===== src/rtl/div_unit_pkg.sv =====
// div_unit shared definitions: state encodings
// and request/sign flag constants.
package div_unit_pkg;

  localparam int DIV_W = 32;

  typedef enum logic [1:0] {
    DIV_FREE = 2'b00,
    DIV_ON   = 2'b10,
    DIV_END  = 2'b11
  } div_state_t;

  localparam logic DIV_START  = 1'b1;
  localparam logic DIV_SIGNED = 1'b1;

endpackage


===== src/rtl/div_unit_if.sv =====
// Request/result bundle between execute and the
// divider; master = pipeline, slave = div_unit.
interface div_unit_if
  import div_unit_pkg::*;
#(
  parameter int DATA_W = DIV_W
);
  logic              start;
  logic              is_signed;
  logic              cancel;
  logic [DATA_W-1:0] dividend;
  logic [DATA_W-1:0] divisor;
  logic              busy;
  logic              valid;
  logic [DATA_W-1:0] quotient;
  logic [DATA_W-1:0] remainder;

  modport master (
    output start, is_signed, cancel,
    output dividend, divisor,
    input  busy, valid, quotient, remainder
  );

  modport slave (
    input  start, is_signed, cancel,
    input  dividend, divisor,
    output busy, valid, quotient, remainder
  );
endinterface


===== src/rtl/div_unit.sv =====
// Radix-2 restoring divider for DIV/DIVU,
// one quotient bit per cycle, feeding HI/LO.
module div_unit
  import div_unit_pkg::*;
#(
  parameter int DATA_W = DIV_W
) (
  input logic       clk,
  input logic       resetn,
  div_unit_if.slave bus
);

  localparam int CW = $clog2(DATA_W);
  localparam logic [CW-1:0] LAST = CW'(DATA_W - 1);

  div_state_t        state;
  logic [CW-1:0]     cnt_q;
  logic [DATA_W-1:0] dvd_q;
  logic [DATA_W-1:0] rem_q;
  logic [DATA_W-1:0] dvs_q;
  logic              neg_q;
  logic              neg_r;
  logic              busy_q;
  logic              valid_q;
  logic [DATA_W-1:0] quo_q;
  logic [DATA_W-1:0] rmd_q;

  logic              a_neg;
  logic              b_neg;
  logic [DATA_W-1:0] a_abs;
  logic [DATA_W-1:0] b_abs;
  logic [DATA_W:0]   part;
  logic [DATA_W-1:0] sub;
  logic              take;
  logic [DATA_W-1:0] q_nxt;
  logic [DATA_W-1:0] r_nxt;
  logic [DATA_W-1:0] q_fix;
  logic [DATA_W-1:0] r_fix;

  assign a_neg = (bus.is_signed == DIV_SIGNED)
               & bus.dividend[DATA_W-1];
  assign b_neg = (bus.is_signed == DIV_SIGNED)
               & bus.divisor[DATA_W-1];
  assign a_abs = a_neg ? -bus.dividend
                       : bus.dividend;
  assign b_abs = b_neg ? -bus.divisor
                       : bus.divisor;

  // Trial subtract; low bits of the difference
  // are exact whenever the compare says it fits.
  assign part  = {rem_q, dvd_q[DATA_W-1]};
  assign sub   = part[DATA_W-1:0] - dvs_q;
  assign take  = part >= {1'b0, dvs_q};
  assign q_nxt = {dvd_q[DATA_W-2:0], take};
  assign r_nxt = take ? sub : part[DATA_W-1:0];
  assign q_fix = neg_q ? -q_nxt : q_nxt;
  assign r_fix = neg_r ? -r_nxt : r_nxt;

  always_ff @(posedge clk or negedge resetn) begin
    if (!resetn) begin
      state   <= DIV_FREE;
      cnt_q   <= '0;
      dvd_q   <= '0;
      rem_q   <= '0;
      dvs_q   <= '0;
      neg_q   <= 1'b0;
      neg_r   <= 1'b0;
      busy_q  <= 1'b0;
      valid_q <= 1'b0;
      quo_q   <= '0;
      rmd_q   <= '0;
    end else begin
      valid_q <= 1'b0;
      if (bus.cancel) begin
        state  <= DIV_FREE;
        busy_q <= 1'b0;
      end else begin
        unique case (state)
          DIV_FREE: begin
            if (bus.start == DIV_START) begin
              busy_q <= 1'b1;
              if (bus.divisor == '0) begin
                state   <= DIV_END;
                quo_q   <= '1;
                rmd_q   <= bus.dividend;
                valid_q <= 1'b1;
              end else begin
                state <= DIV_ON;
                cnt_q <= '0;
                dvd_q <= a_abs;
                dvs_q <= b_abs;
                rem_q <= '0;
                neg_q <= a_neg ^ b_neg;
                neg_r <= a_neg;
              end
            end
          end
          DIV_ON: begin
            dvd_q <= q_nxt;
            rem_q <= r_nxt;
            cnt_q <= cnt_q + CW'(1);
            if (cnt_q == LAST) begin
              state   <= DIV_END;
              quo_q   <= q_fix;
              rmd_q   <= r_fix;
              valid_q <= 1'b1;
            end
          end
          DIV_END: begin
            state  <= DIV_FREE;
            busy_q <= 1'b0;
          end
          default: begin
            state  <= DIV_FREE;
            busy_q <= 1'b0;
          end
        endcase
      end
    end
  end

  assign bus.busy      = busy_q;
  assign bus.valid     = valid_q;
  assign bus.quotient  = quo_q;
  assign bus.remainder = rmd_q;

endmodule

===== src/flat_wrapper.sv =====
// flat-port wrapper written by rule: the top's interface ports become plain ports
module div_unit_flat import div_unit_pkg::*;
#(
  parameter int DATA_W = DIV_W
)
  (clk, resetn, bus_start, bus_is_signed, bus_cancel, bus_dividend, bus_divisor, bus_busy, bus_valid, bus_quotient, bus_remainder);
  div_unit_if #(.DATA_W(DATA_W)) bus_i ();
  input logic clk;
  input logic resetn;
  input wire logic [$bits(bus_i.start)-1:0] bus_start;
  input wire logic [$bits(bus_i.is_signed)-1:0] bus_is_signed;
  input wire logic [$bits(bus_i.cancel)-1:0] bus_cancel;
  input wire logic [$bits(bus_i.dividend)-1:0] bus_dividend;
  input wire logic [$bits(bus_i.divisor)-1:0] bus_divisor;
  output wire logic [$bits(bus_i.busy)-1:0] bus_busy;
  output wire logic [$bits(bus_i.valid)-1:0] bus_valid;
  output wire logic [$bits(bus_i.quotient)-1:0] bus_quotient;
  output wire logic [$bits(bus_i.remainder)-1:0] bus_remainder;
  assign bus_i.start = bus_start;
  assign bus_i.is_signed = bus_is_signed;
  assign bus_i.cancel = bus_cancel;
  assign bus_i.dividend = bus_dividend;
  assign bus_i.divisor = bus_divisor;
  assign bus_busy = bus_i.busy;
  assign bus_valid = bus_i.valid;
  assign bus_quotient = bus_i.quotient;
  assign bus_remainder = bus_i.remainder;
  div_unit #(.DATA_W(DATA_W)) u_core (.clk(clk), .resetn(resetn), .bus(bus_i));
endmodule

===== config.mk =====
export PLATFORM = sky130hd
export DESIGN_NAME = div_unit_flat
export DESIGN_NICKNAME = d
export VERILOG_FILES = /design/src/rtl/div_unit_pkg.sv /design/src/rtl/div_unit_if.sv /design/src/rtl/div_unit.sv /design/src/flat_wrapper.sv
export SDC_FILE = /design/constraint.sdc
export NUM_CORES = 1
export LEC_CHECK = 0
export BUFFER_PORTS_ARGS = -buffer_cell sky130_fd_sc_hd__buf_2
export CAP_MARGIN = 20
export CORE_ASPECT_RATIO = 1.75
export CORE_MARGIN = 8
export CORE_UTILIZATION = 31
export CTS_CLUSTER_DIAMETER = 30
export DETAILED_ROUTE_END_ITERATION = 8
export GPL_ROUTABILITY_DRIVEN = 0
export PLACE_DENSITY_LB_ADDON = 0.1
export REMOVE_ABC_BUFFERS = 1
export SLEW_MARGIN = 20
export SYNTH_ARGS = -nofsm -noshare
export SYNTH_HDL_FRONTEND = slang
export SYNTH_SLANG_ARGS = --single-unit

===== constraint.sdc =====
create_clock -name clk -period 15.05 [get_ports clk]
set_clock_uncertainty 0.1 [all_clocks]
set_input_delay 0 -clock clk [delete_from_list [all_inputs] [get_ports clk]]
set_output_delay 0 -clock clk [all_outputs]
set_load 0.03 [all_outputs]

==> results of run 1 <==
[report_power, final]
part / total, mW / switching [mW] / internal [mW]
Sequential: 0.607 / 0.0798 / 0.527
Combinational: 1.18 / 0.743 / 0.434
Clock: 0.459 / 0.202 / 0.258
[final cells by class]
cell class              count  area (sq um)
clock buffers              22           474
clock inverters             9           113
fillers                  4007         23800
inverters                  55           206
multi-input cells        1207          7240
flip-flops and latches    171          4280
well taps                 485           607
repair buffers            232          1650
[cells by family (layout without fill, tap and decap cells)]
group | after synthesis | count (layout)
and+or+nand+nor | 522 | 522
AOI/OAI and AO/OA | 497 | 497
DFF | 171 | 171
buffers and inverters | 138 | 318
xor gates and xnor gates | 128 | 128
adders and majority gates | 39 | 39
muxes | 21 | 21
[registers in the layout, indices dropped and copies added, names as in the netlist]
name / count
u_core.bus.busy: 1
u_core.bus.quotient: 32
u_core.bus.remainder: 32
u_core.bus.valid: 1
u_core.cnt_q: 5
u_core.dvd_q: 32
u_core.dvs_q: 32
u_core.neg_q: 1
u_core.neg_r: 1
u_core.rem_q: 32
u_core.state: 2
[worst max-delay path: cells and delay by family (launching register included)]
kind	cells	cell delay, ns
multiplexers	1	0.27
AND/OR/NAND/NOR	3	1.61
flip-flops	1	0.46
adder cells (fa/ha/maj)	2	0.70
buffers and inverters	1	0.12
AO/OA/AOI/OAI	8	2.56
XOR/XNOR	1	0.15
[what timing repair did]
action	in CTS	in global routing
hold endpoints to repair	152	0
buffers inserted	0	0
hold buffers	87	0
[routing by layer]
| layer | share of wire | track usage | up-vias |
|---|---|---|---|
| met3 | 0.033 | 0.0241 | 51 |
| met4 | 0.025 | 0.0635 | 0 |
| met1 | 0.40 | 0.194 | 5298 |
| li1 | - | - | 5708 |
| met5 | 0 | 0 | - |
| met2 | 0.54 | 0.328 | 208 |
[how the worst max path moves through the flow]
stage / start / cells past startpoint / slack [ns] / end
detailed placement: u_core.rem_q[21]$_DFFE_PN0P_ / 16 / 9.02 / u_core.bus.remainder[28]$_DFFE_PN0P_
CTS: u_core.rem_q[21]$_DFFE_PN0P_ / 16 / 9.02 / u_core.bus.remainder[28]$_DFFE_PN0P_
finish: u_core.rem_q[21]$_DFFE_PN0P_ / 16 / 8.93 / u_core.bus.remainder[28]$_DFFE_PN0P_
global placement: u_core.rem_q[21]$_DFFE_PN0P_ / 16 / 8.85 / u_core.bus.remainder[26]$_DFFE_PN0P_
floorplan: u_core.rem_q[5]$_DFFE_PN0P_ / 16 / 9.77 / u_core.bus.remainder[30]$_DFFE_PN0P_
global route: u_core.rem_q[21]$_DFFE_PN0P_ / 16 / 8.84 / u_core.bus.remainder[28]$_DFFE_PN0P_
[stage by stage]
stage / area [sq um] / hold slack, ns / util
3_5_place_dp: 13100 / -0.120 / 0.341
2_1_floorplan: 11700 / -0.396 / -
4_1_cts: 14600 / 0.267 / 0.379
3_3_place_gp: 13100 / -0.126 / 0.341
5_1_grt: 14600 / 0.308 / 0.379
6_report: 14600 / 0.297 / 0.379
[cell usage after synthesis (all sizes together), types with 3 or more instances]
master / count / area (sq um)
a211oi: 8 / 70.1
or4: 10 / 78.8
and4: 3 / 26.3
a21oi: 187 / 966
nand2b: 7 / 43.8
a21o: 11 / 90.1
dfrtp: 171 / 4280
and3: 16 / 100
or2: 4 / 25.0
a22o: 4 / 35.0
a31oi: 35 / 219
nand3b: 3 / 22.5
a221oi: 3 / 32.5
mux2i: 19 / 190
o22a: 3 / 26.3
xor2: 73 / 639
and2: 8 / 50.1
xnor2: 55 / 482
nand2: 178 / 673
nand4: 16 / 106
o31a: 5 / 43.8
a211o: 3 / 26.3
nor4: 16 / 121
ha: 38 / 475
o21bai: 3 / 22.5
nand3: 24 / 120
or3: 27 / 174
o211ai: 8 / 60.1
o21ai: 161 / 813
o311ai: 3 / 26.3
nor2: 170 / 638
o31ai: 28 / 243
clkbuf: 57 / 214
o41ai: 9 / 78.8
inv: 54 / 203
o21a: 9 / 67.6
buf: 26 / 150
nor3: 27 / 135
nor2b: 4 / 25.0
==> results.md, run 1 <==
* Status: finished, final reports clean
* Synth Area in Adders at 0.0410
* Post-Route Setup TNS at 0 ns
* Final setup fails at 0
* CP max-delay cell: a2111oi_1
* Post-Layout Cell Count at 2181
* FF-to-FF setup slack at 8.93 ns
* WP data required at 15.27 ns
* Crit-path max cell delay at 0.94 ns
* CTS sink count at 171
* Max cap viols at 0
* Yosys reg bits at 171
* Share of post-route cells with drive strength above 1 at 0.126
* Relative slew margins at 0.339
* Critical R2R Launch: u_core.rem_q[21]$_DFFE_PN0P_
* Vias post-DR at 11265
* Post-Synth Simple-Gate Area at 0.201
* First-pass GRT wire length at 63.6 mm
* Leakage at 6.41 nW
* Detail Placement HPWL at 29.9 mm
* Cts repair resizes at 0
* Hold Fails Final Rpt at 0
* Async set-reset flop share out of synthesis at 1.00
* Actual slew at the worst max-slew pin at 0.989 ns
* Post-synth EDFFs at 0
* Power Dens Cells at 154 nW/um^2
* Hold worst-path end: u_core.bus.remainder[21]$_DFFE_PN0P_
* FMAX at 163 MHz
* Clock transition at path regs at 0.07 ns
* Worst hold path type: primary input to flop
* # rows at 95
* DR pass1 iterations at 5
* DR DRC count at 0
* Placed Instances at 2063
* H-tree Lvls at 4
* Dpl ws at 9.02 ns
* Worst Slack Setup Final at 8.93 ns
* Initial DRC Count at 503
* Final slew viol count at 0
* Syn avg cell area at 7.96 sq um
* Cell Area, Synth at 12100 sq um
* Die area at 45800 sq um
* Design Power at 2.24 mW
* Root Driver: clkbuf_16
* Clk_lat worst skew at 0.45 ns
* Cells after Synth at 1516
* WL final at 39.5 mm
* Max Root-Sink Buffers at 2
* I/O pin cnt at 135
* Nets at 1792
* Synth Area in XOR/XNOR at 0.0928
* Remaining global-route overflow at 0
* Die W at 165 um
* Reg2reg end: u_core.bus.remainder[28]$_DFFE_PN0P_
* Register area share after synthesis at 0.354
* GRT Overall Usage at 0.176
* Proportion of synthesized area in mux cells at 0.0176
* Most frequent cells in the layout: a21oi_1 (181), nand2_1 (175), dfrtp_1 (171)
* CTS buffer count at 17
* Routed length per instance at 18.1 um
* Hold Path Depth at 4
* Number of global-route vias before repair at 11674
* Die height at 277 um
* Initial antenna violation count at 0
* Core footprint at 38400 sq um
* Critical path arrival at 6.34 ns
* Most common cell after layout, fill and taps aside: a21oi_1
* Vias/cell at 5.17
* Synth-to-Final Area Change at 20.7%
* Largest family of logic cells by synthesized area: compound AO/OA/AOI/OAI gates
* Crit path cell chain: ha_1 -> a21oi_1 -> o21ai_1 -> a2111oi_1 -> o211ai_1 -> a21o_4 -> inv_2 -> mux2i_1 -> ha_1 -> or4b_2 -> or3_1 -> o22a_1 -> or4b_4 -> o21ai_1 -> xnor2_1 -> o22ai_1
* Largest net degree at the start of global routing at 82
* Peak supply drop at 72.3 uV
* Cell variety after synth at 85
* Final period util at 0.407
* Crit path max fanout at 43
* Compound-gate portion of the synthesized area at 0.246
* Startpoint Class: flop
* Critical Path End Type: flop
* Min-delay src: bus_dividend[21]
* Period minus WS final at 6.12 ns
* IO buf count at 134
* Final antenna diode count at 0
* Yosys warnings at 0
* Reg2Reg Depth at 16
* Primary FF master, synth: dfrtp_1
* DRT antenna net count at 0
* RSZ-0062 raised after global routing: false
* WS Path Type: flop to flop
* TritonCTS clock tree: yes
* Initial Util at 0.314
No activity file was read; power rests on OpenSTA's default activity.
==> inputs of run 2 (changes only) <==
==> constraint.sdc (replaced) <==
create_clock -name clk -period 4.9 [get_ports clk]
set_clock_uncertainty 0.1 [all_clocks]
set_input_delay 0 -clock clk [delete_from_list [all_inputs] [get_ports clk]]
set_output_delay 0 -clock clk [all_outputs]
set_load 0.03 [all_outputs]
==> run 2 against run 1 <==
Effect of this change:
- register-to-register slack got worse by 8.8 ns
- global-route usage is 0.33 points higher
- core utilization up 3.1 points
==> results.md, run 2 (same netlist as run 1, synthesis figures left out) <==
* Status: finished, final reports clean
* Power Dens Cells at 487 nW/um^2 (+220%)
* Die W at 165 um (unchanged)
* GRT Overall Usage at 0.179 (+0.00330)
* DRT antenna net count at 0 (unchanged)
* Hold Fails Final Rpt at 0 (unchanged)
* Critical Path End Type: flop
* Critical path arrival at 4.95 ns (-1.39 ns)
* Leakage at 7.10 nW (+11%)
* Share of post-route cells with drive strength above 1 at 0.198 (+0.0727)
* First-pass GRT wire length at 64.8 mm (+1.9%)
* Initial antenna violation count at 0 (unchanged)
* WP data required at 5.13 ns (-10.14 ns)
* DR pass1 iterations at 6 (+1)
* CTS sink count at 171 (unchanged)
* FMAX at 212 MHz (+29%)
* Relative slew margins at 0.315 (-0.0241)
* Initial Util at 0.314 (unchanged)
* Total of fill cells in the finished design at 3934 (-1.8%)
* WS Path Type: flop to flop
* Root Driver: clkbuf_16
* Final setup fails at 0 (unchanged)
* Max cap viols at 0 (unchanged)
* Largest net degree at the start of global routing at 99 (+21%)
* Initial DRC Count at 522 (+3.8%)
* CTS buffer count at 17 (unchanged)
* Synth-to-Final Area Change at 30.6%
* DR DRC count at 0 (unchanged)
* # rows at 95 (unchanged)
* Crit path cell chain: inv_1 -> ha_4 -> a21oi_4 -> o21ai_2 -> a2111oi_4 -> o211ai_1 -> buf_4 -> a21o_4 -> inv_2 -> mux2i_2 -> ha_2 -> or4b_4 -> or3_4 -> o22a_1 -> or4b_4 -> o31ai_4 -> xnor2_1 -> o21ai_1
* Max Root-Sink Buffers at 2 (unchanged)
* IO buf count at 134 (unchanged)
* TritonCTS clock tree: yes
* Detail Placement HPWL at 31.4 mm (+5.3%)
* Most common cell after layout, fill and taps aside: a21oi_1
* FF-to-FF setup slack at 0.18 ns (-8.76 ns)
* Final slew viol count at 0 (unchanged)
* Actual slew at the worst max-slew pin at 1.03 ns (+0.0386 ns)
* Die area at 45800 sq um (unchanged)
* I/O pin cnt at 135 (unchanged)
* Nets at 1921 (+7.2%)
* Final antenna diode count at 0 (unchanged)
* Top cell by count, worst path: or4b_4
* RSZ-0062 raised after global routing: false
* Routed length per instance at 17.6 um (-2.5%)
* Die height at 277 um (unchanged)
* H-tree Lvls at 4 (unchanged)
* Worst hold path type: primary input to asynchronous set/reset pin
* Number of global-route vias before repair at 11933 (+2.2%)
* Vias/cell at 5.11 (-1.1%)
* Placed Area at 14100 sq um (+7.5%)
* Clk_lat worst skew at 0.46 ns (about the same)
* Peak supply drop at 264 uV (+260%)
* Remaining global-route overflow at 0 (unchanged)
* CP max-delay cell: or4b_4
* Final Cell Area at 15800 sq um (+8.2%)
* Core footprint at 38400 sq um (unchanged)
* Period minus WS final at 4.72 ns (-1.39 ns)
* Minimum hold slack at 0.0662 ns (-0.231 ns)
* Final period util at 0.964 (+0.558)
* Clock transition at path regs at 0.07 ns (about the same)
* Most frequent cells in the layout: a21oi_1 (179), nand2_1 (175), dfrtp_1 (171)
* Vias post-DR at 11806 (+4.8%)
* Crit path max fanout at 7 (-84%)
* WL final at 40.8 mm (+3.3%)
* Startpoint Class: flop
* Crit-path max cell delay at 0.57 ns (-0.37 ns)
## run 2: final cells by class
type,instances,area [sq um],area share
multi-input cells,1207,7390,0.469
inverters,55,206,0.0131
clock inverters,12,160,0.0102
well taps,485,607,0.0385
clock buffers,20,457,0.0290
repair buffers,361,2660,0.169
flip-flops and latches,171,4280,0.271
## run 2: worst max-delay path, delay by kind of cell (launching register included)
family,cells,cell delay (ns)
buffers and inverters,3,0.34
adders and majority gates,2,0.45
DFF,1,0.36
xor gates and xnor gates,1,0.14
muxes,1,0.24
AOI/OAI and AO/OA,8,1.55
and+or+nand+nor,3,1.42
## run 2: layer usage
metal  routed length [um]  up-vias  global-route usage
met2                21700      215               0.328
met4                 1210        0              0.0747
li1                     -     5984                   -
met3                 1140       55              0.0196
met1                16700     5552               0.203
met5                    0        -                   0
## run 2: per-stage QoR
stage               setup WS [ns]  TNS (ns)  utilization  total power [mW]  std cells
floorplan                  -0.384     -1.84            -              4.45       1433
global placement           -0.469     -2.61        0.367              5.98       2188
detailed placement         -0.551     -3.37        0.367              6.00       2188
CTS                         0.130         0        0.409              7.70       2309
global route              0.00161         0        0.411              8.27       2311
finish                      0.175         0        0.411              7.68       2311
## run 2: worst paths after layout
check                                              from                                   end  cells after the start
min in group clk                        bus_dividend[5]   u_core.bus.remainder[5]$_DFFE_PN0P_                      4
max in group asynchronous                        resetn           u_core.dvs_q[7]$_DFFE_PN0P_                      3
max                        u_core.dvs_q[22]$_DFFE_PN0P_  u_core.bus.remainder[30]$_DFFE_PN0P_                     18
min reg2reg                u_core.dvs_q[31]$_DFFE_PN0P_          u_core.dvs_q[31]$_DFFE_PN0P_                      2
max reg2reg                u_core.dvs_q[22]$_DFFE_PN0P_  u_core.bus.remainder[30]$_DFFE_PN0P_                     18
min                                              resetn           u_core.dvs_q[3]$_DFFE_PN0P_                      2
## run 2: timing repair
action | in CTS | in global routing
pin swaps | 6 | 8
hold endpoints to repair | 198 | 0
buffers inserted | 2 | 1
hold buffers | 87 | 0
gates resized for setup | 21 | 7
setup endpoints to repair | 12 | 5
## run 2: report_power, final
part	total [mW]	leakage [nW]	switching, mW	internal [mW]
sequential	1.82	2.23	0.198	1.62
clock	1.48	0.290	0.646	0.835
combinational	4.38	4.57	2.51	1.87
total	7.68	7.10	3.36	4.33
